--- config.mk ---
export PLATFORM = sky130hd
export DESIGN_NAME = elevator_call_panel_flat
export DESIGN_NICKNAME = d
export VERILOG_FILES = /design/src/rtl/elevator_pkg.sv /design/src/rtl/elevator_call_panel_if.sv /design/src/rtl/elevator_call_panel_debounce.sv /design/src/rtl/elevator_call_panel.sv /design/src/flat_wrapper.sv
export SDC_FILE = /design/constraint.sdc
export NUM_CORES = 1
export LEC_CHECK = 0
export CAP_MARGIN = 10
export CORE_MARGIN = 2
export CORE_UTILIZATION = 40
export CTS_CLUSTER_DIAMETER = 80
export DETAILED_ROUTE_END_ITERATION = 8
export PLACE_DENSITY = 0.7
export SYNTH_ARGS = -nofsm -noshare
export SYNTH_HDL_FRONTEND = slang
export SYNTH_SLANG_ARGS = --single-unit
--- constraint.sdc ---
create_clock -name clk -period 4.19 [get_ports clk]
set_clock_uncertainty 0.2 [all_clocks]
set_input_delay 0.838 -clock clk [delete_from_list [all_inputs] [get_ports clk]]
set_output_delay 0.838 -clock clk [all_outputs]
set_load 0.01 [all_outputs]
--- src/rtl/elevator_pkg.sv ---
// Shared elevator definitions: default panel geometry and the controller state encoding.
package elevator_pkg;

   localparam int DEF_FLOORS = 8;
   localparam int DEF_POS_W  = 3;

   typedef enum logic [2:0] {
      IDLE = 3'd0,
      UP   = 3'd1,
      DOWN = 3'd2,
      STOP = 3'd3,
      DOOR = 3'd4
   } ctrl_state_t;

endpackage

--- src/rtl/elevator_call_panel_if.sv ---
// Pin-side and controller-side signals of the call panel; the panel itself uses the slave view.
interface elevator_call_panel_if
   import elevator_pkg::*;
#(
   parameter int FLOORS = DEF_FLOORS,
   parameter int POS_W  = DEF_POS_W
);

   logic [FLOORS-1:0] btn_raw;
   logic [POS_W-1:0]  floor_pos;
   logic              door_open;
   logic [FLOORS-1:0] floor_req;
   logic [FLOORS-1:0] call_lamp;
   logic              chime;

   modport master (
      output btn_raw, floor_pos, door_open,
      input  floor_req, call_lamp, chime
   );

   modport slave (
      input  btn_raw, floor_pos, door_open,
      output floor_req, call_lamp, chime
   );

endinterface

--- src/rtl/elevator_call_panel_debounce.sv ---
// One call button: 2-flop synchronizer, hold-time debounce counter and accepted level.
// o_press flags the cycle in which the accepted level is about to rise.
module call_debounce #(
   parameter int DEBOUNCE = 4,
   parameter int DEB_W    = 3
) (
   input  logic clk,
   input  logic rst,
   input  logic i_btn_raw,
   output logic o_stable,
   output logic o_press
);

   logic             r_sync1;
   logic             r_sync2;
   logic             r_stable;
   logic [DEB_W-1:0] r_cnt;
   logic             w_differs;
   logic             w_take;

   assign w_differs = (r_sync2 != r_stable);
   assign w_take    = w_differs && (r_cnt == DEB_W'(DEBOUNCE - 1));

   always_ff @(posedge clk or posedge rst) begin
      if (rst) begin
         r_sync1  <= 1'b0;
         r_sync2  <= 1'b0;
         r_stable <= 1'b0;
         r_cnt    <= '0;
      end else begin
         r_sync1 <= i_btn_raw;
         r_sync2 <= r_sync1;
         if (!w_differs) begin
            r_cnt <= '0;
         end else if (w_take) begin
            r_stable <= r_sync2;
            r_cnt    <= '0;
         end else begin
            r_cnt <= r_cnt + DEB_W'(1);
         end
      end
   end

   assign o_stable = r_stable;
   assign o_press  = w_take && r_sync2;

endmodule

--- src/rtl/elevator_call_panel.sv ---
// Call panel front end: debounced buttons -> one-cycle floor_req pulses plus per-floor call lamps.
// Optional arrival chime is built only when ARRIVAL_CHIME_EN is defined.
module elevator_call_panel
   import elevator_pkg::*;
#(
   parameter int FLOORS    = DEF_FLOORS,
   parameter int POS_W     = DEF_POS_W,
   parameter int DEBOUNCE  = 4,
   parameter int DEB_W     = 3,
   parameter int CHIME_LEN = 3
) (
   input  logic                 clk,
   input  logic                 rst,
   elevator_call_panel_if.slave bus
);

   logic [FLOORS-1:0] w_press;
   logic [FLOORS-1:0] w_unused_stable;
   logic [FLOORS-1:0] w_svc;
   logic [FLOORS-1:0] w_req_next;
   logic [FLOORS-1:0] r_floor_req;
   logic [FLOORS-1:0] r_call_lamp;

   if ((2 ** POS_W) < FLOORS || (2 ** DEB_W) < DEBOUNCE || DEBOUNCE < 1 || CHIME_LEN < 1) begin : g_bad_param
      $error("elevator_call_panel: inconsistent parameters");
   end

   for (genvar f = 0; f < FLOORS; f++) begin : g_floor
      call_debounce #(
         .DEBOUNCE (DEBOUNCE),
         .DEB_W    (DEB_W)
      ) u_deb (
         .clk       (clk),
         .rst       (rst),
         .i_btn_raw (bus.btn_raw[f]),
         .o_stable  (w_unused_stable[f]),
         .o_press   (w_press[f])
      );

      // Out-of-range positions never match, so they clear nothing.
      assign w_svc[f] = bus.door_open && (bus.floor_pos == POS_W'(f))
                        && (int'(bus.floor_pos) < FLOORS);
   end

   // A press only requests service if nothing is pending and the door is not already open there.
   assign w_req_next = w_press & ~r_call_lamp & ~w_svc;

   always_ff @(posedge clk or posedge rst) begin
      if (rst) begin
         r_floor_req <= '0;
         r_call_lamp <= '0;
      end else begin
         r_floor_req <= w_req_next;
         r_call_lamp <= (r_call_lamp | w_req_next) & ~w_svc;
      end
   end

   assign bus.floor_req = r_floor_req;
   assign bus.call_lamp = r_call_lamp;

`ifdef ARRIVAL_CHIME_EN
   localparam int CHIME_W = $clog2(CHIME_LEN + 1);

   logic               r_door_open_q;
   logic [CHIME_W-1:0] r_chime_cnt;
   logic               w_door_rise;

   assign w_door_rise = bus.door_open && !r_door_open_q;

   always_ff @(posedge clk or posedge rst) begin
      if (rst) begin
         r_door_open_q <= 1'b0;
         r_chime_cnt   <= '0;
      end else begin
         r_door_open_q <= bus.door_open;
         if (w_door_rise) begin
            r_chime_cnt <= CHIME_W'(CHIME_LEN);
         end else if (r_chime_cnt != '0) begin
            r_chime_cnt <= r_chime_cnt - CHIME_W'(1);
         end
      end
   end

   assign bus.chime = (r_chime_cnt != '0);
`else
   assign bus.chime = 1'b0;
`endif

endmodule

--- src/flat_wrapper.sv ---
// flat-port wrapper written by rule: the top's interface ports become plain ports
module elevator_call_panel_flat import elevator_pkg::*;
#(
   parameter int FLOORS    = DEF_FLOORS,
   parameter int POS_W     = DEF_POS_W,
   parameter int DEBOUNCE  = 4,
   parameter int DEB_W     = 3,
   parameter int CHIME_LEN = 3
)
  (clk, rst, bus_btn_raw, bus_floor_pos, bus_door_open, bus_floor_req, bus_call_lamp, bus_chime);
  elevator_call_panel_if #(.FLOORS(FLOORS), .POS_W(POS_W)) bus_i ();
  input  logic clk;
  input  logic rst;
  input wire logic [$bits(bus_i.btn_raw)-1:0] bus_btn_raw;
  input wire logic [$bits(bus_i.floor_pos)-1:0] bus_floor_pos;
  input wire logic [$bits(bus_i.door_open)-1:0] bus_door_open;
  output wire logic [$bits(bus_i.floor_req)-1:0] bus_floor_req;
  output wire logic [$bits(bus_i.call_lamp)-1:0] bus_call_lamp;
  output wire logic [$bits(bus_i.chime)-1:0] bus_chime;
  assign bus_i.btn_raw = bus_btn_raw;
  assign bus_i.floor_pos = bus_floor_pos;
  assign bus_i.door_open = bus_door_open;
  assign bus_floor_req = bus_i.floor_req;
  assign bus_call_lamp = bus_i.call_lamp;
  assign bus_chime = bus_i.chime;
  elevator_call_panel #(.FLOORS(FLOORS), .POS_W(POS_W), .DEBOUNCE(DEBOUNCE), .DEB_W(DEB_W), .CHIME_LEN(CHIME_LEN)) u_core (.clk(clk), .rst(rst), .bus(bus_i));
endmodule
==> results_dict.tcl <==
set metrics [dict create \
    final_max_slew_viol_count 0 \
    syn_area_per_cell_um2 15.1 \
    htree_levels 3 \
    p_leak_uw 0.00136 \
    hold_viol_final 0 \
    grt_max_degree 28 \
    netlist_instances 163 \
    hpwl_um 2670 \
    diodes 0 \
    crit_fanout 3 \
    critical_path_arrival_ns 1.29 \
    drtPass1Iterations 2 \
    peakVddDrop_mv 0.252 \
    multi_input_area_um2 815 \
    final_layout_size_suffix_gt1_share_pct 20.1 \
    grt_pass1_wl_um 6560 \
    placementRows 28 \
    drc 0 \
    core_area_mm2 0.00592 \
    powerDensity_mw_per_mm2 581 \
    die_h_um 82.4 \
    hold_class "flip-flop to flip-flop" \
    drv_cap 0 \
    clk_pin_slew_ns 0.06 \
    start_util_pct 41.5 \
    vias 1370 \
    hold_ws_ns 0.148 \
    cts.root.buffer_cell "clkbuf_8" \
    yosysUniqueCellTypes 19 \
    setup_violations 0 \
    antenna_found_initial 0 \
    area_delta_synth_final_pct 23.4 \
    drt_iter0_markers 44 \
    cts_setup_buffers 0 \
    cp_top_family "buffers and inverters" \
    cpPeakStageDelay_ns 0.56 \
    critPathBufInv 1 \
    cp_slowest_cell "clkdlybuf4s50_1" \
    hold_buffers 0 \
    cp_cell_sequence "clkdlybuf4s50_1" \
    wl_um 3760 \
    grt_overflow 0 \
    fillers 518 \
    worstSetupStartpointType "flip-flop" \
    status "finished clean" \
    cts_tree "yes" \
    synth_seq_cells 64 \
    synth_seq_area_share_pct 65.2 \
    end_kind "primary output" \
    total_power_uw 1760 \
    path_class "flip-flop to primary output" \
    setup_tns_ns 0 \
    rsz0062_at_grt "false" \
    io_pins 31 \
    syn-num-nets 185 \
    layout_commonest_cell "dfrtp_1" \
    place.gp.congestion 0.693 \
    syn_area_mm2 0.00246 \
    period_share_pct 55.6 \
    avgViaCountPerCell 4.82 \
    clk_latency_ns 0.33 \
    layout.area.seq_mm2 0.00160 \
    clk_path_buf_depth 2 \
    wl_per_cell_um 13.3 \
    cts_resized 0 \
    fin_crit_ns 2.33 \
    cts_buffers 9 \
    required_ns 3.15 \
    die_w_um 82.4 \
    numClockSinks 64 \
    grt_use_total_pct 13.6 \
    layout_common_cells "64 x dfrtp_1, 29 x clkdlybuf4s50_1, 15 x nor3b_1" \
    nets 226 \
    portBuffers 29 \
    ant_nets 0 \
    max_freq_mhz 430 \
    die-area_mm2 0.00679 \
    grt_pass1_vias 1409 \
    yosys_warnings 0 \
]
[power by group]
group          total, µW  internal, µW  switching (µW)  leakage (µW)
Clock                480           260             219     0.0000992
Combinational        417           247             170      0.000448
Sequential           866           765             101      0.000815
[state kept, by name (all words and copies together) (netlist names)]
name / cells
u_core.bus.call_lamp: 8
u_core.bus.floor_req: 8
u_core.g_floor.u_deb.r_sync2: 8
u_core.g_floor.u_deb.o_stable: 8
u_core.g_floor.u_deb.r_cnt: 24
u_core.g_floor.u_deb.r_sync1: 8
[final cells by class]
class                           count  share of cell area [%]
Tap cell                           75                    3.09
Clock inverter                      3                   0.495
Sequential cell                    64                    52.8
Inverter                            9                    1.11
Multi-Input combinational cell     89                    26.9
Clock buffer                       13                    5.57
Timing Repair Buffer               31                    10.1
[synth_stat cells]
cell type	instances	area (µm²)
nand4bb_1	8	90.1
and4_2	1	10.0
nor2b_4	7	96.3
and4b_2	2	22.5
and4bb_1	3	37.5
ha_1	8	100
dfrtp_1	64	1600
nor3b_1	15	113
xnor2_1	8	70.1
a21oi_1	8	40.0
nor2b_1	2	12.5
nor4b_1	1	8.76
and4b_1	1	10.0
nor3_1	10	50.1
mux2_2	8	90.1
buf_4	1	7.51
inv_1	9	33.8
conb_1	1	3.75
nor3_2	6	60.1
[logic make-up (layout without fill, tap and decap cells)]
logic type                 Yosys count  after routing  share of synthesized area (%)
DFF                                 64             64                           65.2
and+or+nand+nor                     56             56                           20.8
buffers and inverters               10             56                           1.68
adders and majority gates            8              8                           4.07
AOI/OAI and AO/OA                    8              8                           1.63
xor gates and xnor gates             8              8                           2.85
muxes                                8              8                           3.67
other                                1              1                          0.153
[layer usage]
metal	share of wire [%]	vias to the layer above	track usage, %
met5	0	-	0
met4	1.9	0	8.00
met3	4.6	7	4.89
met2	48	26	20.8
met1	46	682	16.5
li1	-	655	-
[path summary, 6_finish.rpt]
path                            slack [ns]                                       start  cells after the start                                      endpoint
worst max register to register        2.78  u_core.g_floor[6].u_deb.r_cnt[0]$_DFF_PP0_                      3  u_core.g_floor[6].u_deb.o_stable$_DFFE_PP0P_
worst min register to register        0.15   u_core.g_floor[6].u_deb.r_sync1$_DFF_PP0_                      0     u_core.g_floor[6].u_deb.r_sync2$_DFF_PP0_
worst min-delay path                  0.15   u_core.g_floor[6].u_deb.r_sync1$_DFF_PP0_                      0     u_core.g_floor[6].u_deb.r_sync2$_DFF_PP0_
min in group asynchronous             0.58                                         rst                      2     u_core.g_floor[2].u_deb.r_sync1$_DFF_PP0_
worst max-delay path                  1.86           u_core.bus.call_lamp[5]$_DFF_PP0_                      1                              bus_call_lamp[5]
max in group asynchronous             2.57                                         rst                      3             u_core.bus.call_lamp[3]$_DFF_PP0_
[stage by stage]
step	utilization [%]	cell area (µm²)	setup slack, ns	std cells
after floorplan	-	2460	1.55	163
after global placement	48.1	2850	1.99	268
after detailed placement	48.1	2850	1.95	268
after CTS	51.2	3030	1.82	284
after global routing	51.2	3030	1.78	284
final	51.2	3030	1.86	284
Note: power is estimated with default switching activity, not from simulation.
